`src/rtl/microseq_ctrl.sv`:
```
// microseq_ctrl: microcoded control sequencer for a multi-cycle RV32I/RV64I datapath.
// It owns the instruction register, the step counter and the immediate decode.
// All strobes are decoded combinationally from the registered {ir, step}.
//
// Ports:
//   clk, reset                       clock, synchronous active-high reset
//   bus_in[XLEN]                     shared bus, captured into ir at fetch
//   mem_ready                        memory ack, stalls fetch/load/store steps
//   alu_eq, alu_lt, alu_ltu          ALU compare flags for branches
//   imm_out[XLEN], imm_oe            sign-extended immediate and its bus enable
//   reg_idx[5], reg_en, reg_write    register file select / drive / write
//   pc_addr, pc_bus, pc_inc, pc_write
//   mem_read, mem_write, mem_size[3]
//   a_write, b_write, alu_bus, alu_addr, alu_op[4]
//   step[STEP_BITS], instr_done, trap
//
// step | meaning
// 0    | fetch: pc_addr + mem_read, ir <= bus_in on mem_ready
// 1    | operand A (rs1 or pc); LUI writes rd; illegal decode traps here
// 2    | operand B (rs2 or immediate)
// 3    | result / memory access / branch decision / JAL(R) pc_inc
// 4    | JAL(R) link write; taken branch loads the offset into B
// 5    | JAL(R) and taken branch write the target into pc
module microseq_ctrl #(
  parameter int XLEN            = 32,
  parameter int STEP_BITS       = 3,
  parameter int TRAP_ON_ILLEGAL = 1
) (
  input  logic                 clk,
  input  logic                 reset,
  input  logic [XLEN-1:0]      bus_in,
  input  logic                 mem_ready,
  input  logic                 alu_eq,
  input  logic                 alu_lt,
  input  logic                 alu_ltu,
  output logic [XLEN-1:0]      imm_out,
  output logic                 imm_oe,
  output logic [4:0]           reg_idx,
  output logic                 pc_addr,
  output logic                 pc_bus,
  output logic                 pc_inc,
  output logic                 pc_write,
  output logic                 mem_read,
  output logic                 mem_write,
  output logic [2:0]           mem_size,
  output logic                 reg_en,
  output logic                 reg_write,
  output logic                 a_write,
  output logic                 b_write,
  output logic                 alu_bus,
  output logic                 alu_addr,
  output logic [3:0]           alu_op,
  output logic [STEP_BITS-1:0] step,
  output logic                 instr_done,
  output logic                 trap
);

  localparam logic [6:0] OPC_LUI    = 7'b0110111;
  localparam logic [6:0] OPC_AUIPC  = 7'b0010111;
  localparam logic [6:0] OPC_JAL    = 7'b1101111;
  localparam logic [6:0] OPC_JALR   = 7'b1100111;
  localparam logic [6:0] OPC_BRANCH = 7'b1100011;
  localparam logic [6:0] OPC_LOAD   = 7'b0000011;
  localparam logic [6:0] OPC_STORE  = 7'b0100011;
  localparam logic [6:0] OPC_OPIMM  = 7'b0010011;
  localparam logic [6:0] OPC_OP     = 7'b0110011;

  localparam logic [STEP_BITS-1:0] S0 = STEP_BITS'(0);
  localparam logic [STEP_BITS-1:0] S1 = STEP_BITS'(1);
  localparam logic [STEP_BITS-1:0] S2 = STEP_BITS'(2);
  localparam logic [STEP_BITS-1:0] S3 = STEP_BITS'(3);
  localparam logic [STEP_BITS-1:0] S4 = STEP_BITS'(4);
  localparam logic [STEP_BITS-1:0] S5 = STEP_BITS'(5);

  logic [31:0]          ir;
  logic [STEP_BITS-1:0] step_q;
  logic                 trap_q;

  logic [6:0] opcode;
  logic [4:0] rd, rs1, rs2;
  logic [2:0] funct3;
  assign opcode = ir[6:0];
  assign rd     = ir[11:7];
  assign funct3 = ir[14:12];
  assign rs1    = ir[19:15];
  assign rs2    = ir[24:20];

  logic [31:0] imm32;
  always_comb begin
    case (opcode)
      OPC_STORE:            imm32 = {{20{ir[31]}}, ir[31:25], ir[11:7]};
      OPC_BRANCH:           imm32 = {{19{ir[31]}}, ir[31], ir[7], ir[30:25], ir[11:8], 1'b0};
      OPC_LUI, OPC_AUIPC:   imm32 = {ir[31:12], 12'b0};
      OPC_JAL:              imm32 = {{11{ir[31]}}, ir[31], ir[19:12], ir[20], ir[30:21], 1'b0};
      default:              imm32 = {{20{ir[31]}}, ir[31:20]};
    endcase
  end
  assign imm_out = XLEN'($signed(imm32));

  // funct3[0] inverts the sense of the base compare selected by funct3[2:1]
  logic br_base, br_taken;
  always_comb begin
    case (funct3[2:1])
      2'b00:   br_base = alu_eq;
      2'b10:   br_base = alu_lt;
      2'b11:   br_base = alu_ltu;
      default: br_base = 1'b0;
    endcase
    br_taken = br_base ^ funct3[0];
  end

  // every listed opcode ends in 2'b11, so a non-32-bit encoding is illegal too
  logic legal;
  always_comb begin
    case (opcode)
      OPC_LUI, OPC_AUIPC, OPC_JAL, OPC_JALR,
      OPC_LOAD, OPC_STORE, OPC_OPIMM, OPC_OP: legal = 1'b1;
      OPC_BRANCH:                             legal = (funct3[2:1] != 2'b01);
      default:                                legal = 1'b0;
    endcase
  end

  logic imm_oe_c, pc_addr_c, pc_bus_c, pc_inc_c, pc_write_c, mem_read_c, mem_write_c;
  logic reg_en_c, reg_write_c, a_write_c, b_write_c, alu_bus_c, alu_addr_c;
  logic [4:0] reg_idx_c;
  logic [3:0] alu_op_c;
  logic [2:0] mem_size_c;
  logic       last_c, mem_step_c, hold_c, set_trap_c, advance;

  always_comb begin
    imm_oe_c = 1'b0;    pc_addr_c = 1'b0;   pc_bus_c = 1'b0;    pc_inc_c = 1'b0;
    pc_write_c = 1'b0;  mem_read_c = 1'b0;  mem_write_c = 1'b0; reg_en_c = 1'b0;
    reg_write_c = 1'b0; a_write_c = 1'b0;   b_write_c = 1'b0;   alu_bus_c = 1'b0;
    alu_addr_c = 1'b0;  reg_idx_c = '0;     alu_op_c = '0;      mem_size_c = '0;
    last_c = 1'b0;      mem_step_c = 1'b0;  hold_c = 1'b0;      set_trap_c = 1'b0;
    if (step_q == S0) begin
      pc_addr_c = 1'b1; mem_read_c = 1'b1; mem_step_c = 1'b1;
    end else if (trap_q) begin
      hold_c = 1'b1;
    end else if (!legal) begin
      if (TRAP_ON_ILLEGAL != 0) begin
        hold_c = 1'b1; set_trap_c = 1'b1;
      end else begin
        pc_inc_c = 1'b1; last_c = 1'b1;
      end
    end else begin
      case (opcode)
        OPC_LUI: begin
          imm_oe_c = 1'b1; reg_idx_c = rd; reg_write_c = 1'b1; pc_inc_c = 1'b1; last_c = 1'b1;
        end
        OPC_AUIPC: begin
          case (step_q)
            S1:      begin pc_bus_c = 1'b1; a_write_c = 1'b1; end
            S2:      begin imm_oe_c = 1'b1; b_write_c = 1'b1; end
            default: begin
              alu_bus_c = 1'b1; reg_idx_c = rd; reg_write_c = 1'b1; pc_inc_c = 1'b1; last_c = 1'b1;
            end
          endcase
        end
        OPC_JAL, OPC_JALR: begin
          case (step_q)
            S1: begin
              a_write_c = 1'b1;
              if (opcode == OPC_JALR) begin reg_idx_c = rs1; reg_en_c = 1'b1; end
              else pc_bus_c = 1'b1;
            end
            S2:      begin imm_oe_c = 1'b1; b_write_c = 1'b1; end
            S3:      pc_inc_c = 1'b1;
            S4:      begin pc_bus_c = 1'b1; reg_idx_c = rd; reg_write_c = 1'b1; end
            default: begin alu_bus_c = 1'b1; pc_write_c = 1'b1; last_c = 1'b1; end
          endcase
        end
        OPC_BRANCH: begin
          // steps 4-5 are only reachable when step 3 saw the branch taken
          case (step_q)
            S1: begin reg_idx_c = rs1; reg_en_c = 1'b1; a_write_c = 1'b1; end
            S2: begin reg_idx_c = rs2; reg_en_c = 1'b1; b_write_c = 1'b1; end
            S3: begin
              if (br_taken) begin pc_bus_c = 1'b1; a_write_c = 1'b1; end
              else begin pc_inc_c = 1'b1; last_c = 1'b1; end
            end
            S4:      begin imm_oe_c = 1'b1; b_write_c = 1'b1; end
            default: begin alu_bus_c = 1'b1; pc_write_c = 1'b1; last_c = 1'b1; end
          endcase
        end
        default: begin
          // LOAD, STORE, OP-IMM, OP share rs1 -> A then B then one result step
          case (step_q)
            S1: begin reg_idx_c = rs1; reg_en_c = 1'b1; a_write_c = 1'b1; end
            S2: begin
              b_write_c = 1'b1;
              if (opcode == OPC_OP) begin reg_idx_c = rs2; reg_en_c = 1'b1; end
              else imm_oe_c = 1'b1;
            end
            default: begin
              pc_inc_c = 1'b1; last_c = 1'b1;
              case (opcode)
                OPC_LOAD: begin
                  alu_addr_c = 1'b1; mem_read_c = 1'b1; reg_idx_c = rd; reg_write_c = 1'b1;
                  mem_step_c = 1'b1; mem_size_c = funct3;
                end
                OPC_STORE: begin
                  alu_addr_c = 1'b1; reg_idx_c = rs2; reg_en_c = 1'b1; mem_write_c = 1'b1;
                  mem_step_c = 1'b1; mem_size_c = funct3;
                end
                default: begin
                  // for OP-IMM only the shift-right funct3 carries funct7[5] (SRAI vs SRLI)
                  alu_bus_c = 1'b1; reg_idx_c = rd; reg_write_c = 1'b1;
                  alu_op_c = {ir[30] & ((opcode == OPC_OP) | (funct3 == 3'b101)), funct3};
                end
              endcase
            end
          endcase
        end
      endcase
    end
  end

  assign advance = !hold_c && !(mem_step_c && !mem_ready);

  always_ff @(posedge clk) begin
    if (reset) begin
      ir     <= 32'h0000_0013;
      step_q <= S0;
      trap_q <= 1'b0;
    end else begin
      if (set_trap_c) trap_q <= 1'b1;
      if (advance) begin
        if (step_q == S0) begin
          ir     <= bus_in[31:0];
          step_q <= S1;
        end else if (last_c) begin
          step_q <= S0;
        end else begin
          step_q <= step_q + S1;
        end
      end
    end
  end

  assign imm_oe     = imm_oe_c    & ~reset;
  assign pc_addr    = pc_addr_c   & ~reset;
  assign pc_bus     = pc_bus_c    & ~reset;
  assign pc_inc     = pc_inc_c    & ~reset;
  assign pc_write   = pc_write_c  & ~reset;
  assign mem_read   = mem_read_c  & ~reset;
  assign mem_write  = mem_write_c & ~reset;
  assign reg_en     = reg_en_c    & ~reset;
  assign reg_write  = reg_write_c & (rd != 5'd0) & ~reset;
  assign a_write    = a_write_c   & ~reset;
  assign b_write    = b_write_c   & ~reset;
  assign alu_bus    = alu_bus_c   & ~reset;
  assign alu_addr   = alu_addr_c  & ~reset;
  assign reg_idx    = reset ? 5'd0 : reg_idx_c;
  assign alu_op     = reset ? 4'd0 : alu_op_c;
  assign mem_size   = reset ? 3'd0 : mem_size_c;
  assign step       = reset ? S0 : step_q;
  assign instr_done = last_c & advance & ~reset;
  assign trap       = trap_q & ~reset;

endmodule

```
`config.mk`:
```
export PLATFORM = sky130hd
export DESIGN_NAME = microseq_ctrl
export DESIGN_NICKNAME = d
export VERILOG_FILES = /design/src/rtl/microseq_ctrl.sv
export SDC_FILE = /design/constraint.sdc
export NUM_CORES = 1
export LEC_CHECK = 0
export BUFFER_PORTS_ARGS = -buffer_cell sky130_fd_sc_hd__buf_2
export CAP_MARGIN = 20
export CORE_ASPECT_RATIO = 2
export CORE_MARGIN = 2
export CORE_UTILIZATION = 50
export CTS_BUF_LIST = sky130_fd_sc_hd__clkbuf_4 sky130_fd_sc_hd__clkbuf_8 sky130_fd_sc_hd__clkbuf_16
export DETAILED_ROUTE_END_ITERATION = 12
export GPL_TIMING_DRIVEN = 1
export PLACE_DENSITY = 0.81
export SLEW_MARGIN = 5
export SYNTH_ARGS = -nofsm -noshare
export SYNTH_HDL_FRONTEND = slang
export SYNTH_SLANG_ARGS = --single-unit
```
`constraint.sdc`:
```
create_clock -name clk -period 4.21 [get_ports clk]
set_clock_uncertainty 0.1 [all_clocks]
set_input_delay 0 -clock clk [delete_from_list [all_inputs] [get_ports clk]]
set_output_delay 0 -clock clk [all_outputs]
set_load 0.03 [all_outputs]
```
==> impl_metrics.yaml, run 1 <==
die:
  fp.coreArea_sq_um: 5090
  fp.dieArea_sq_um: 5900
  rows: 37
  die_h_um: 107
  fp.dieW_um: 55.3
  ios: 100
  start_util_pct: 51.7
critical_path:
  worstPathArrival_ps: 3260
  crit_required_ps: 4110
  path_max_fanout: 15
  cp-start-kind: "flip-flop"
  crit_type: "reg2out"
  end_kind: "output port"
timing:
  setup_tns_ps: 0
  rsz0062_at_grt: "false"
  finalMaxSlewViolations: 0
  fmax_mhz: 297
  setup_ws_ps: 845
  tightest_slew_ps: 1020
  finalHoldViolCount: 0
  whs_ps: 115
  timing.final.crit_period_ps: 3360
  timing.final.crit_share_pct: 79.9
  setup_viol: 0
  slew_headroom_pct: 31.6
logic_synthesis:
  syn_inst: 383
  synth_top_flop_cell: "dfxtp_1"
  seq_area_frac_synth_pct: 27.4
  async_reset_ff_share_pct: 0
  postSynthAreaPerCell_sq_um: 6.88
  synth.ff_latch_count: 36
  syn_nets: 426
  syn_area_sq_um: 2640
  ys_types: 50
  synth_edf_count: 0
  ys_warn_count: 0
routing:
  firstDrtPassIters: 5
  drc: 0
  vias_per_cell: 5.94
  vias: 3260
  drt_iter0_markers: 199
  route.final.wire_length_mm: 9.88
  ant_nets: 0
  wl_per_cell_um: 18.0
place:
  io_buffers: 99
  finalWeightedCongestion: 0.977
  placed_cell_area_sq_um: 3060
  dp_slack_ps: 1240
  dp_hpwl_mm: 6.95
global_route:
  grt_pass1_wl_mm: 15.5
  antenna_found_initial: 0
  grt_pass1_vias: 3234
  grt_max_degree: 46
  grtUsageTotal_pct: 33.5
  grt_overflow: 0
clock_tree:
  clkLatencyLatePin_ps: 310
  htree_num_levels: 2
  cts_tree: "built"
  clkTransAtPathRegs_ps: 80
  clkSinkCount: 36
  cts_setup_buffers: 0
  ctsRootBufferMaster: "clkbuf_8"
  clockBufferDepth: 2
  tritoncts.num_buffers: 5
layout:
  drive_gt1_share_pct: 23.0
  final_cell_mix: "99 x buf_2, 87 x nand2_1, 43 x a21oi_1"
  fin_area_sq_um: 3480
  final_nets: 533
  antenna_cells: 0
  num-fill-cells: 469
  final_common_cell: "buf_2"
  syn_to_final_growth_pct: 32.2
run_status:
  status: "finished, final reports clean"
min_path:
  hold_path.class: "in2reg"
power_and_ir_drop:
  peakVddDrop_uv: 412
  leakage_nw: 1.74
  powerDensity_nw_per_um2: 499
job:
  drv_cap: 0
## final cells by class
cell class                      instances  area (sq um)  area share (%)
Clock buffer                            7          83.8            2.41
Timing Repair Buffer                  132           831            23.9
Multi-Input combinational cell        308          1740            50.0
Inverter                                7          26.3           0.754
Tap cell                               58          72.6            2.08
Clock inverter                          1          8.76           0.251
Sequential cell                        36           721            20.7
## worst max-delay path, stage by stage, from the launching register on
cell      delay, ps
dfxtp_1         660
clkinv_1        410
ha_1            360
nand2_1          80
o22ai_1         120
o31a_1          300
nor4_1          590
and3b_1         250
buf_2           190
## sequential cells by signal (all words and copies together), names as in the netlist
register / flops
ir: 32
trap_q: 1
step_q: 3
## where the power goes
group | leakage (nW) | internal, mW | switching (mW)
clock network | 0.0493 | 0.131 | 0.131
registers | 0.296 | 0.407 | 0.0969
logic | 1.39 | 0.320 | 0.652
total | 1.74 | 0.858 | 0.880
## path summary, 6_finish.rpt
path             start          to  slack [ps]  cells after the start
max          step_q[2]  instr_done         850                      8
min          mem_ready       ir[6]         110                      4
max reg2reg  step_q[2]   step_q[1]        1300                      7
min reg2reg     ir[26]      ir[26]         370                      2
## routing by layer
| layer | track usage, % | vias to the layer above | wire length, um |
|---|---|---|---|
| met4 | 21.3 | 0 | 484 |
| met1 | 32.7 | 1528 | 3380 |
| met5 | 0 | - | 0 |
| met2 | 64.4 | 144 | 5580 |
| met3 | 3.86 | 38 | 435 |
| li1 | - | 1550 | - |
## metrics by stage
| stage | util [%] | power [mW] | std cells |
|---|---|---|---|
| 3_3_place_gp | 60.0 | 1.41 | 508 |
| 3_5_place_dp | 60.0 | 1.43 | 508 |
| 6_report | 68.4 | 1.74 | 549 |
| 4_1_cts | 68.1 | 1.71 | 548 |
| 2_1_floorplan | - | 1.20 | 383 |
| 5_1_grt | 68.4 | 1.85 | 549 |
## what timing repair did
item / in CTS / in global routing
hold buffers: 32 / 0
endpoints found under the hold margin: 32 / 0
gates resized for setup: 0 / 0
## synthesized netlist by cell type, types with 2 or more instances
master / n / share of area, %
o21ai_0: 10 / 1.9
xor2_1: 3 / 1.0
a22oi_1: 5 / 1.4
and2_1: 15 / 3.6
dfxtp_1: 36 / 27
a31oi_1: 6 / 1.4
clkbuf_1: 26 / 3.7
nand2b_1: 5 / 1.2
a21o_1: 21 / 6.0
ha_1: 5 / 2.4
nor2_1: 29 / 4.1
nor3_1: 5 / 0.95
o211ai_1: 2 / 0.57
buf_6: 2 / 0.85
o221ai_1: 5 / 1.7
inv_1: 6 / 0.85
a22o_1: 4 / 1.3
or3_1: 4 / 0.95
or4_1: 2 / 0.57
o32ai_1: 2 / 0.66
and3_1: 7 / 1.7
buf_4: 3 / 0.85
nor2b_1: 4 / 0.95
o22ai_1: 2 / 0.47
nand3b_1: 3 / 0.85
and3b_1: 2 / 0.66
nand3_1: 13 / 2.5
a211oi_1: 4 / 1.1
a21boi_0: 3 / 0.85
nand2_1: 87 / 12
a21oi_1: 43 / 8.2
## logic make-up (layout without fill, tap and decap cells)
family | count (synthesis) | after routing | share of synthesized area (%)
buffers and inverters | 39 | 147 | 6.60
multiplexers | 1 | 1 | 0.380
XOR/XNOR | 3 | 3 | 0.997
AO/OA/AOI/OAI | 118 | 118 | 30.2
AND/OR/NAND/NOR | 181 | 181 | 32.1
adder cells (fa/ha/maj) | 5 | 5 | 2.37
flip-flops | 36 | 36 | 27.4
Power figures use the tool's default switching activity.
==> inputs of run 2 (changes only) <==
CORE_UTILIZATION = 45   (was 50)
PLACE_DENSITY = 0.77   (was 0.81)
clock period = 2.7 ns   (was 4.21 ns; I/O delays follow)
==> impl_metrics.yaml, run 2 (same netlist as run 1, synthesis figures left out) <==
timing:
  rsz0062_at_grt: "true"
  finalMaxSlewViolations: 0
  tightest_slew_ps: 525
  finalHoldViolCount: 0
  fmax_mhz: 388
  slew_headroom_pct: 64.9
  timing.final.crit_share_pct: 95.6
  setup_ws_ps: 120
  setup_viol: 0
  timing.final.crit_period_ps: 2580
  setup_tns_ps: 0
place:
  dp_slack_ps: 92.3
  finalWeightedCongestion: 0.985
  dp_hpwl_mm: 6.91
  io_buffers: 99
routing:
  vias_per_cell: 5.89
  ant_nets: 0
  route.final.wire_length_mm: 9.77
  drc: 0
  drt_iter0_markers: 169
  wl_per_cell_um: 17.1
  wl_met3_um: 420
  m1WireLength_mm: 3.37
  vias: 3369
  firstDrtPassIters: 4
  wl_met2_mm: 5.39
  dr.max_layer_used: "met4"
global_route:
  grt_pass1_wl_mm: 15.5
  grt_overflow: 0
  grt_pass1_vias: 3239
  antenna_found_initial: 0
  grtUsageTotal_pct: 30.9
  grt_max_degree: 45
layout:
  antenna_cells: 0
  regMostFlops: "ir"
  final_cell_mix: "98 x buf_2, 87 x nand2_1, 43 x a21oi_1"
  final_common_cell: "buf_2"
  largest_reg_flops: 32
  reg_top3: "ir: 32 flops, step_q: 3 flops, trap_q: 1 flops"
  multiInputGateArea_sq_um: 1800
  drive_gt1_share_pct: 28.6
  seq_area_sq_um: 723
  num-fill-cells: 498
  final_nets: 553
  syn_to_final_growth_pct: 42.3
critical_path:
  path_delay_family: "simple AND/OR/NAND/NOR gates"
  slowest_stage: "or3_4"
  crit_type: "reg2out"
  critical_path.cell_chain: "and4b_2, o211ai_2, a31o_4, or3_4, buf_4, nor2_2, and2_1, buf_2"
  crit_required_ps: 2600
  end_kind: "output port"
  critPathBufInv: 2
  cp-start-kind: "flip-flop"
  cpPeakStageDelay_ps: 360
  path_max_fanout: 17
  worstPathArrival_ps: 2480
clock_tree:
  ctsRootBufferMaster: "clkbuf_16"
  clockBufferDepth: 2
  clkSinkCount: 36
  clkLatencyLatePin_ps: 290
  htree_num_levels: 2
  clkTransAtPathRegs_ps: 60
  cts_tree: "built"
  tritoncts.num_buffers: 5
power_and_ir_drop:
  powerDensity_nw_per_um2: 799
  leakage_nw: 1.87
  peakVddDrop_uv: 676
die:
  start_util_pct: 46.6
  fp.dieArea_sq_um: 6520
  die_h_um: 112
  fp.coreArea_sq_um: 5660
  fp.dieW_um: 58.1
  rows: 39
  ios: 100
min_path:
  hold_path.class: "in2reg"
run_status:
  status: "finished, final reports clean"
job:
  drv_cap: 0
==> run 2: timing repair <==
action	in CTS	in global routing
hold endpoints to repair	32	0
pin swaps	1	3
cloned	0	0
gates resized for setup	6	12
buffers inserted	1	0
hold buffers	32	0
setup endpoints to repair	9	23
==> run 2: final timing paths <==
check	from	to	slack [ps]	cells past startpoint
setup / recovery	ir[1]	mem_size[0]	120	8
hold / removal	mem_ready	step_q[2]	130	5
setup reg to reg	step_q[0]	step_q[2]	380	8
hold reg to reg	ir[29]	ir[29]	380	2
==> run 2: stage by stage <==
step                      instances  instance area, sq um  util [%]  hold slack, ps  power (mW)
after floorplan                 383                  2640         -            24.2        1.87
after global placement          531                  3210      56.7             132        2.28
after detailed placement        531                  3210      56.7             136        2.30
after CTS                       572                  3710      65.5             123        2.93
after global routing            572                  3750      66.2             147        3.17
final                           572                  3750      66.2             128        3.00
==> run 2: cell type report <==
| type | count | area share [%] |
|---|---|---|
| clock buffer | 5 | 3.34 |
| clock inverter | 3 | 0.501 |
| inverter | 7 | 0.701 |
| multi-input combinational | 308 | 48.1 |
| sequential | 36 | 19.3 |
| tap | 61 | 2.04 |
| timing repair buffer | 152 | 26.0 |
==> run 2: report_power, final <==
group / switching, mW / internal, mW
logic: 1.07 / 0.590
clock network: 0.237 / 0.340
registers: 0.124 / 0.638
total: 1.43 / 1.57
==> run 2: layer usage <==
| layer | global-route usage [%] | up-vias |
|---|---|---|
| met2 | 56.7 | 145 |
| met5 | 0 | - |
| met1 | 31.2 | 1579 |
| li1 | - | 1599 |
| met4 | 19.8 | 0 |
| met3 | 3.80 | 46 |
==> run 2: tightest hold or removal path, cell delays in order <==
cell and delay (ps):
buf_2 120, nor2_1 90, or3_1 110, a221o_1 120, a21oi_1 30
